==> config.mk <==
export PLATFORM = sky130hd
export DESIGN_NAME = turn_manager_flat
export DESIGN_NICKNAME = d
export VERILOG_FILES = /design/src/rtl/turn_manager_pkg.sv /design/src/rtl/turn_manager_if.sv /design/src/rtl/turn_manager_miss_tracker.sv /design/src/rtl/turn_manager.sv /design/src/flat_wrapper.sv
export SDC_FILE = /design/constraint.sdc
export NUM_CORES = 1
export LEC_CHECK = 0
export ABC_AREA = 0
export CORE_MARGIN = 2
export CORE_UTILIZATION = 25
export CTS_BUF_LIST = sky130_fd_sc_hd__clkbuf_4 sky130_fd_sc_hd__clkbuf_8 sky130_fd_sc_hd__clkbuf_16
export CTS_CLUSTER_SIZE = 8
export DETAILED_ROUTE_END_ITERATION = 10
export SETUP_SLACK_MARGIN = 0.3
export SYNTH_ARGS = -nofsm -noshare
export SYNTH_HDL_FRONTEND = slang
export SYNTH_SLANG_ARGS = --single-unit
==> constraint.sdc <==
create_clock -name clk -period 2.2 [get_ports clk]
set_clock_uncertainty 0.05 [all_clocks]
set_input_delay 0.44 -clock clk [delete_from_list [all_inputs] [get_ports clk]]
set_output_delay 0.44 -clock clk [all_outputs]
set_load 0.1 [all_outputs]
==> src/rtl/turn_manager_pkg.sv <==
// Shared definitions for the paper-soccer turn sequencer.
//   state_t            : FSM state encoding (IDLE, ARM, RUN, DONE)
//   P0 / P1            : player identifiers
//   DEFAULT_MAX_MISSES : default consecutive-timeout forfeit limit
package turn_manager_pkg;

    typedef enum logic [1:0] {
        IDLE = 2'd0,
        ARM  = 2'd1,
        RUN  = 2'd2,
        DONE = 2'd3
    } state_t;

    localparam logic P0 = 1'b0;
    localparam logic P1 = 1'b1;

    localparam int DEFAULT_MAX_MISSES = 3;

endpackage

==> src/rtl/turn_manager_if.sv <==
// Signal bundle between the turn sequencer and its surroundings
// (board logic, move-timeout timer).
//   master : the environment side; drives game/move/timer-status inputs
//   slave  : the turn_manager side; drives timer control and game status
interface turn_manager_if #(
    parameter int MISS_W = 2
);
    logic              game_start;
    logic              first_player;
    logic              move_valid;
    logic              move_again;
    logic              game_over;
    logic              time_expire;
    logic              timer_start;
    logic              timer_rst;
    logic              current_player;
    logic              timeout_pulse;
    logic [MISS_W-1:0] miss_count0;
    logic [MISS_W-1:0] miss_count1;
    logic              forfeit;
    logic              loser;
    logic [7:0]        move_count;

    modport master (
        output game_start, first_player, move_valid, move_again,
               game_over, time_expire,
        input  timer_start, timer_rst, current_player, timeout_pulse,
               miss_count0, miss_count1, forfeit, loser, move_count
    );

    modport slave (
        input  game_start, first_player, move_valid, move_again,
               game_over, time_expire,
        output timer_start, timer_rst, current_player, timeout_pulse,
               miss_count0, miss_count1, forfeit, loser, move_count
    );

endinterface

==> src/rtl/turn_manager_miss_tracker.sv <==
// Per-player consecutive-timeout counters, saturating at MAX_MISSES.
//   clk, rst    : clock, synchronous active-high reset
//   clear_all   : clear both counters (new game)
//   clr         : clear the counter of clr_player (player moved)
//   inc         : increment the counter of inc_player (player timed out)
//   count0/1    : current counts
//   limit_hit   : the pending increment for inc_player would reach MAX_MISSES
module miss_tracker
    import turn_manager_pkg::*;
#(
    parameter int MAX_MISSES = DEFAULT_MAX_MISSES,
    parameter int MISS_W     = 2
) (
    input  logic              clk,
    input  logic              rst,
    input  logic              clear_all,
    input  logic              clr,
    input  logic              clr_player,
    input  logic              inc,
    input  logic              inc_player,
    output logic [MISS_W-1:0] count0,
    output logic [MISS_W-1:0] count1,
    output logic              limit_hit
);

    localparam logic [MISS_W-1:0] MAX_CNT = MISS_W'(MAX_MISSES);

    logic [MISS_W-1:0] inc0;
    logic [MISS_W-1:0] inc1;

    // Saturating increment values, so a count never wraps past the limit.
    always_comb begin
        inc0 = (count0 == MAX_CNT) ? count0 : count0 + 1'b1;
        inc1 = (count1 == MAX_CNT) ? count1 : count1 + 1'b1;
        limit_hit = ((inc_player == P1) ? inc1 : inc0) == MAX_CNT;
    end

    always_ff @(posedge clk) begin
        if (rst || clear_all) begin
            count0 <= '0;
            count1 <= '0;
        end else begin
            if (clr && clr_player == P0)
                count0 <= '0;
            else if (inc && inc_player == P0)
                count0 <= inc0;

            if (clr && clr_player == P1)
                count1 <= '0;
            else if (inc && inc_player == P1)
                count1 <= inc1;
        end
    end

endmodule

==> src/rtl/turn_manager.sv <==
// Turn sequencer for the paper-soccer game core. Controls the move-timeout
// timer, tracks whose turn it is, counts moves and consecutive timeouts and
// declares a forfeit when a player reaches the miss limit.
//   clk, rst : clock, synchronous active-high reset
//   bus      : turn_manager_if slave port (game/move inputs, timer_start,
//              timer_rst, current_player, timeout_pulse, miss counts,
//              forfeit, loser, move_count)
module turn_manager
    import turn_manager_pkg::*;
#(
    parameter int MAX_MISSES = DEFAULT_MAX_MISSES,
    parameter int MISS_W     = 2
) (
    input  logic           clk,
    input  logic           rst,
    turn_manager_if.slave  bus
);

    state_t     state, state_next;
    logic       player, player_next;
    logic [7:0] moves, moves_next;
    logic       forfeit_q, forfeit_next;
    logic       loser_q, loser_next;
    logic       pulse_q, pulse_next;

    logic       clear_all, clr, inc, limit_hit;

    miss_tracker #(
        .MAX_MISSES (MAX_MISSES),
        .MISS_W     (MISS_W)
    ) u_miss (
        .clk        (clk),
        .rst        (rst),
        .clear_all  (clear_all),
        .clr        (clr),
        .clr_player (player),
        .inc        (inc),
        .inc_player (player),
        .count0     (bus.miss_count0),
        .count1     (bus.miss_count1),
        .limit_hit  (limit_hit)
    );

    always_ff @(posedge clk) begin
        if (rst) begin
            state     <= IDLE;
            player    <= P0;
            moves     <= '0;
            forfeit_q <= 1'b0;
            loser_q   <= P0;
            pulse_q   <= 1'b0;
        end else begin
            state     <= state_next;
            player    <= player_next;
            moves     <= moves_next;
            forfeit_q <= forfeit_next;
            loser_q   <= loser_next;
            pulse_q   <= pulse_next;
        end
    end

    always_comb begin
        state_next   = state;
        player_next  = player;
        moves_next   = moves;
        forfeit_next = forfeit_q;
        loser_next   = loser_q;
        pulse_next   = 1'b0;
        clear_all    = 1'b0;
        clr          = 1'b0;
        inc          = 1'b0;

        unique case (state)
            IDLE, DONE: begin
                if (bus.game_start) begin
                    player_next  = bus.first_player;
                    moves_next   = '0;
                    forfeit_next = 1'b0;
                    loser_next   = P0;
                    clear_all    = 1'b1;
                    state_next   = ARM;
                end
            end
            ARM: begin
                state_next = bus.game_over ? DONE : RUN;
            end
            RUN: begin
                // game_over beats a move, and a move beats a timeout.
                if (bus.game_over) begin
                    state_next = DONE;
                end else if (bus.move_valid) begin
                    clr        = 1'b1;
                    moves_next = moves + 8'd1;
                    if (!bus.move_again)
                        player_next = ~player;
                    state_next = ARM;
                end else if (bus.time_expire) begin
                    inc        = 1'b1;
                    pulse_next = 1'b1;
                    if (limit_hit) begin
                        forfeit_next = 1'b1;
                        loser_next   = player;
                        state_next   = DONE;
                    end else begin
                        player_next = ~player;
                        state_next  = ARM;
                    end
                end
            end
            default: state_next = IDLE;
        endcase
    end

    assign bus.timer_rst      = (state != RUN);
    assign bus.timer_start    = (state == RUN);
    assign bus.current_player = player;
    assign bus.timeout_pulse  = pulse_q;
    assign bus.forfeit        = forfeit_q;
    assign bus.loser          = loser_q;
    assign bus.move_count     = moves;

endmodule
==> src/flat_wrapper.sv <==
// flat-port wrapper written by rule: the top's interface ports become plain ports
module turn_manager_flat import turn_manager_pkg::*;
#(
    parameter int MAX_MISSES = DEFAULT_MAX_MISSES,
    parameter int MISS_W     = 2
)
  (clk, rst, bus_game_start, bus_first_player, bus_move_valid, bus_move_again, bus_game_over, bus_time_expire, bus_timer_start, bus_timer_rst, bus_current_player, bus_timeout_pulse, bus_miss_count0, bus_miss_count1, bus_forfeit, bus_loser, bus_move_count);
  turn_manager_if #(.MISS_W(MISS_W)) bus_i ();
  input  logic clk;
  input  logic rst;
  input wire logic [$bits(bus_i.game_start)-1:0] bus_game_start;
  input wire logic [$bits(bus_i.first_player)-1:0] bus_first_player;
  input wire logic [$bits(bus_i.move_valid)-1:0] bus_move_valid;
  input wire logic [$bits(bus_i.move_again)-1:0] bus_move_again;
  input wire logic [$bits(bus_i.game_over)-1:0] bus_game_over;
  input wire logic [$bits(bus_i.time_expire)-1:0] bus_time_expire;
  output wire logic [$bits(bus_i.timer_start)-1:0] bus_timer_start;
  output wire logic [$bits(bus_i.timer_rst)-1:0] bus_timer_rst;
  output wire logic [$bits(bus_i.current_player)-1:0] bus_current_player;
  output wire logic [$bits(bus_i.timeout_pulse)-1:0] bus_timeout_pulse;
  output wire logic [$bits(bus_i.miss_count0)-1:0] bus_miss_count0;
  output wire logic [$bits(bus_i.miss_count1)-1:0] bus_miss_count1;
  output wire logic [$bits(bus_i.forfeit)-1:0] bus_forfeit;
  output wire logic [$bits(bus_i.loser)-1:0] bus_loser;
  output wire logic [$bits(bus_i.move_count)-1:0] bus_move_count;
  assign bus_i.game_start = bus_game_start;
  assign bus_i.first_player = bus_first_player;
  assign bus_i.move_valid = bus_move_valid;
  assign bus_i.move_again = bus_move_again;
  assign bus_i.game_over = bus_game_over;
  assign bus_i.time_expire = bus_time_expire;
  assign bus_timer_start = bus_i.timer_start;
  assign bus_timer_rst = bus_i.timer_rst;
  assign bus_current_player = bus_i.current_player;
  assign bus_timeout_pulse = bus_i.timeout_pulse;
  assign bus_miss_count0 = bus_i.miss_count0;
  assign bus_miss_count1 = bus_i.miss_count1;
  assign bus_forfeit = bus_i.forfeit;
  assign bus_loser = bus_i.loser;
  assign bus_move_count = bus_i.move_count;
  turn_manager #(.MAX_MISSES(MAX_MISSES), .MISS_W(MISS_W)) u_core (.clk(clk), .rst(rst), .bus(bus_i));
endmodule
# Word-level counts from Yosys, hierarchy flattened
# Cells that the tools add are included.
[totals]
wordCells = 84
input_bits = 8
output_inout_bits = 18
ff_bits = 18
[classes]
n_mux = 41
n_eq_ne = 17
addsub = 3
reduce_logical = 14
n_bitwise = 1
[op_table]
columns = ["cell", "count"]
rows = [
  ["2-to-1 mux 1 bit", 25],
  ["2-to-1 mux 8 bit", 3],
  ["2-to-1 mux 2 bit", 8],
  ["one-hot mux 8 bit (2 select lines)", 1],
  ["inequality test 2 bit, second input constant", 6],
  ["AND reduction 6 bit", 2],
  ["equality test 2 bit, second input constant", 5],
  ["inequality test 3 bit, second input constant", 3],
  ["adder 8 x 1 -> 8 bit, second input constant", 1],
  ["one-hot mux 1 bit (2 select lines)", 3],
  ["one-hot mux 2 bit (3 select lines)", 1],
  ["OR reduction 2 bit", 3],
  ["adder 2 x 1 -> 2 bit, second input constant", 2],
  ["logical AND 1 bit", 4],
  ["inequality test 4 bit, second input constant", 1],
  ["AND reduction 4 bit", 1],
  ["equality test 2 x 1 -> 1 bit, second input constant", 1],
  ["logical NOT 2 bit", 1],
  ["inequality test 2 x 1 -> 1 bit, second input constant", 1],
  ["AND reduction 2 bit", 1],
  ["nonzero test 2 bit", 1],
  ["logical OR 1 bit", 1],
  ["inverter 1 bit", 1],
]

# Longest topological paths before layout
[depth]
ltp_word = 9
ltp_mapped = 7
mapped_depth_nobuf = 6

# Cells and area by module
# A second synthesis with hierarchy kept.
[hier_totals]
hier_cells = 122
hier_area_um2 = 1008.5
[modules_own_cells]
columns = ["module", "seq_area_each_um2", "instances", "area_each_um2", "cells_each"]
rows = [
  ["turn_manager", 280.3, 1, 809.5, 101],
  ["miss_tracker", 80.1, 1, 198.9, 21],
]

# Worst setup path before layout
# OpenSTA, ideal clock, no wires.
[synth_timing]
path_kind = "register to register"
startpoint = "register u_core.state[0]"
endpoint = "register u_core.moves[5] (netlist: u_core.bus.move_count[5])"
path_buffers = 0
slack_ns = -0.908
setup_ns = 0.062
synth_period_minus_slack_ns = 3.108
required_ns = 2.088
arrival_ns = 2.996
path_stages_with_launch = 7
path_cell_list = "dfxtp_1 inv_1 ha_1 inv_1 a31o_2 or4_1 nand2_1"
[synth_between]
elab_cells_between_ends = 10
classes_between = "eq/ne: 5; mux: 1; reduce/logical: 4"
[synth_lines]
columns = ["item", "line_no", "rtl"]
rows = [
  ["start, declared", "turn_manager.sv:19", "state_t state, state_next;"],
  ["start signal, assigned", "turn_manager.sv:53", "state <= state_next;"],
  ["equality test 2 bit *", "--", ""],
  ["net bus_timer_start", "flat_wrapper.sv:17", "output wire logic [$bits(bus_i.timer_start)-1:0] bus_timer_start;"],
  ["inequality test 2 bit (no source line) / nonzero test 2 bit (equally long branches)", "--", ""],
  ["AND reduction 4 bit (no source line)", "--", ""],
  ["end signal, assigned", "turn_manager.sv:55", "moves <= moves_next;"],
  ["end, declared", "turn_manager.sv:21", "logic [7:0] moves, moves_next;"],
]
# The timed path passes the listed nets; every way through them passes the cells marked *.
# A chain may end at the register's enable or synchronous reset.

# Worst setup path after layout
[layout_timing]
startpoint = "register u_core.state[0]"
endpoint = "register u_core.moves[4] (netlist: u_core.bus.move_count[4])"
[layout_between]
elab_chain_cells = 4
elab_cells_between_ends = 10
classes_between = "eq/ne: 5; mux: 1; reduce/logical: 4"
[layout_rtl]
columns = ["item", "line_no", "rtl"]
rows = [
  ["equality test 2 bit / logical NOT 2 bit (equally long branches)", "turn_manager.sv:73", "unique case (state)"],
  ["OR reduction 2 bit", "turn_manager.sv:73", ""],
  ["inequality test 2 bit (no source line) / nonzero test 2 bit (equally long branches)", "--", ""],
  ["AND reduction 4 bit (no source line)", "--", ""],
]
# Several ways; a longest one is shown, not always the timed one.

==> results.md <==
- Clock Sinks: 18
- Filler cells: 422
- Pwr/cell area: 614 mW/mm^2
- Clk pin slew, worst setup/hold paths: 0.07 ns
- Cell area after layout: 0.00147 mm^2
- Area share of the largest cell type after synthesis: 0.353
- LEAKAGE: 0.000552 uW
- Share of layout cells above drive strength 1: 0.335
- H-tree levels: 1
- Unique masters post-synth: 42
- Worst slew pin tran: 0.520 ns
- Setup_tns: 0 ns
- DRT met1 WL: 1.19 mm
- CTS tree: yes
- Status: complete, no violations
- Core ar.: 0.00397 mm^2
- GRT overflow: 0
- Met2 wire len: 1.33 mm
- Clock tree buffer depth: 2
- Slew HR: 0.644
- Critical path's slowest cell: or4_1
- Cell Chain, Critical Path: inv_2 -> ha_4 -> mux2i_2 -> a21o_1 -> or4_1 -> a21oi_2
- Footprint of the multi-input gates: 634 um^2
- Critical path type: register to register
- Met3 wire len: 92 um
- Register area share after synthesis: 0.353
- Post-Syn Nets: 134
- Post-layout min period: 1.81 ns
- Starting Density: 0.257
- ANT nets after route: 0
- Max Fclk: 552 MHz
- Post-CTS Hold Fix Bufs: 0
- Synth Warn #: 0
- Hold WS: 0.428 ns
- Period Utilization, post-route: 0.824
- Crit path buf inv count: 1
- Final Hold Vio Count: 0
- Placed Area: 0.00135 mm^2
- Io pins: 26
- Slew Viols, Final: 0
- Ant diodes: 0
- Largest net degree at the start of global routing: 18
- Mean Syn Cell Area: 8.29 um^2
- Yosys top cell by area: dfxtp_1
- Final GP Congestion: 0.743
- First-pass GRT wire length: 4.37 mm
- Root Buffer: clkbuf_8
- Asr flop ratio synth: 0
- Port Buffers: 25
- Mapped cell area: 0.00102 mm^2
- Pre-antenna DRT Iters: 4
- Critical path launch point type: register
- Dominant cells by area after synthesis: dfxtp_1 (35%), a21oi_1 (5.4%), nor2_1 (4.8%)
- Endpoints failing setup: 0
- Die height: 67.9 um
- Final Core Density: 0.371
- Initial DRC count: 44
- Layout area overhead: 44.4%
- Remaining DRCs: 0
- Crit path largest cell delay: 0.50 ns
- Top_reg_cell synth: dfxtp_1
- DR vias/cell: 4.99
- WL per Instance: 12.8 um
- Vias in the first global route: 971
- Crit end category: register
- Area occupied by registers: 368 um^2
- Worst-skew pair later-pin latency: 0.25 ns
- Cell Rows: 23
- Fin cells: 208
- Synthesized netlist cell count: 123
- RSZ-0062 raised after global routing: false
- Vias: 1,037
- Uppermost routed layer: met4
- Die area: 0.00461 mm^2
- Post-synthesis register bit count: 18
- Die X: 67.9 um
- DP Cell Count: 197
- Family with the most delay on the worst path: simple AND/OR/NAND/NOR gates
- Hold Path Class: register to register
- WP data required: 2.34 ns
- Maximum vdd drop: 0.244 mV
- Nets: 170
- Worst Path Max Fanout: 11
- Post-Route WL: 2.66 mm
- CP Data Arrival Time: 1.95 ns
- GR Util All Layers: 0.124
- Total clock buffers created by CTS: 3
- Initial antenna violation count: 0
- Number of synthesized flops with an enable pin: 0
- Max cap viols: 0
final cells by class:
class                           instances  share of cell area
Inverter                                7              0.0204
Tap cell                               50              0.0425
Timing Repair Buffer                   37               0.219
Sequential cell                        18               0.250
Multi-Input combinational cell         92               0.431
Clock buffer                            4              0.0374
cell usage in the layout, fill, tap and decap left out, types with 2 or more instances in the layout:
cell type        count
o211ai_1             2
buf_12               2
dfxtp_1             12
or4_1                3
nor3b_1              2
a31oi_1              4
nand3_1              4
inv_1                5
nand2_1              6
nand3b_1             4
o31ai_1              3
nor2b_1              3
nor2_1              13
o21ai_0              5
a211oi_1             2
nor3_1               4
a21oi_1             10
clkbuf_8             4
xnor2_1              2
dfxtp_2              6
clkdlybuf4s50_1      6
buf_4               28
a22oi_1              2
ha_1                 2
layer usage:
layer,vias to the layer above,track usage
met2,22,0.214
met3,4,0.0148
li1,522,-
met5,-,0
met4,0,0.0450
met1,489,0.157
state kept, by name, summed over array words and instances, names as in the netlist:
register and flops:
u_core.bus.timeout_pulse 1, u_core.bus.current_player 1, u_core.bus.move_count 8, u_core.state 2, u_core.u_miss.count1 2, u_core.bus.forfeit 1
u_core.u_miss.count0 2, u_core.bus.loser 1
power breakdown:
part | internal [uW] | switching (uW) | leakage (uW)
Clock | 159 | 109 | 0.0000288
Combinational | 115 | 166 | 0.000375
Sequential | 339 | 16.0 | 0.000148
what timing repair did:
item                       CTS  global route
gates resized for setup      0             5
setup endpoints to repair    0             7
buffers inserted             0             7
through the flow:
stage	power (uW)	setup WS, ns
4_1_cts	885	0.349
6_report	904	0.388
2_1_floorplan	547	-0.143
3_5_place_dp	614	0.111
3_3_place_gp	609	0.134
5_1_grt	953	0.306
cell families (layout without fill, tap and decap cells):
family	count (synthesis)	in the layout	synth area share
flip-flops	18	18	0.353
multiplexers	3	3	0.0344
AND/OR/NAND/NOR	48	48	0.270
adder cells (fa/ha/maj)	3	3	0.0368
buffers and inverters	13	48	0.0614
AO/OA/AOI/OAI	36	36	0.227
XOR/XNOR	2	2	0.0172
final timing paths:
kind | startpoint | end | slack [ns] | cells past startpoint
setup / recovery | u_core.state[0] | u_core.bus.move_count[4] | 0.39 | 6
hold reg to reg | u_core.bus.forfeit | u_core.bus.forfeit | 0.43 | 1
hold / removal | u_core.bus.forfeit | u_core.bus.forfeit | 0.43 | 1
setup reg to reg | u_core.state[0] | u_core.bus.move_count[4] | 0.39 | 6
synthesized netlist by cell type, types with 2 or more instances:
library cell,count
a22oi_1,2
or4_1,3
dfxtp_1,18
nor3_1,4
nand2_1,6
ha_1,3
inv_1,7
clkbuf_1,2
a211oi_1,2
o21ai_0,5
nand3_1,4
nor2_1,13
nand3b_1,4
o211ai_1,2
nor3b_1,2
a31oi_1,4
o31ai_1,3
xnor2_1,2
nor2b_1,3
a21oi_1,11
buf_2,2
worst reg2reg max path: stages, from the launching register on:
cell and delay (ns):
dfxtp_2 0.35, inv_2 0.05, ha_4 0.34, mux2i_2 0.11, a21o_1 0.21, or4_1 0.50, a21oi_2 0.14
No activity file was read; power rests on OpenSTA's default activity.
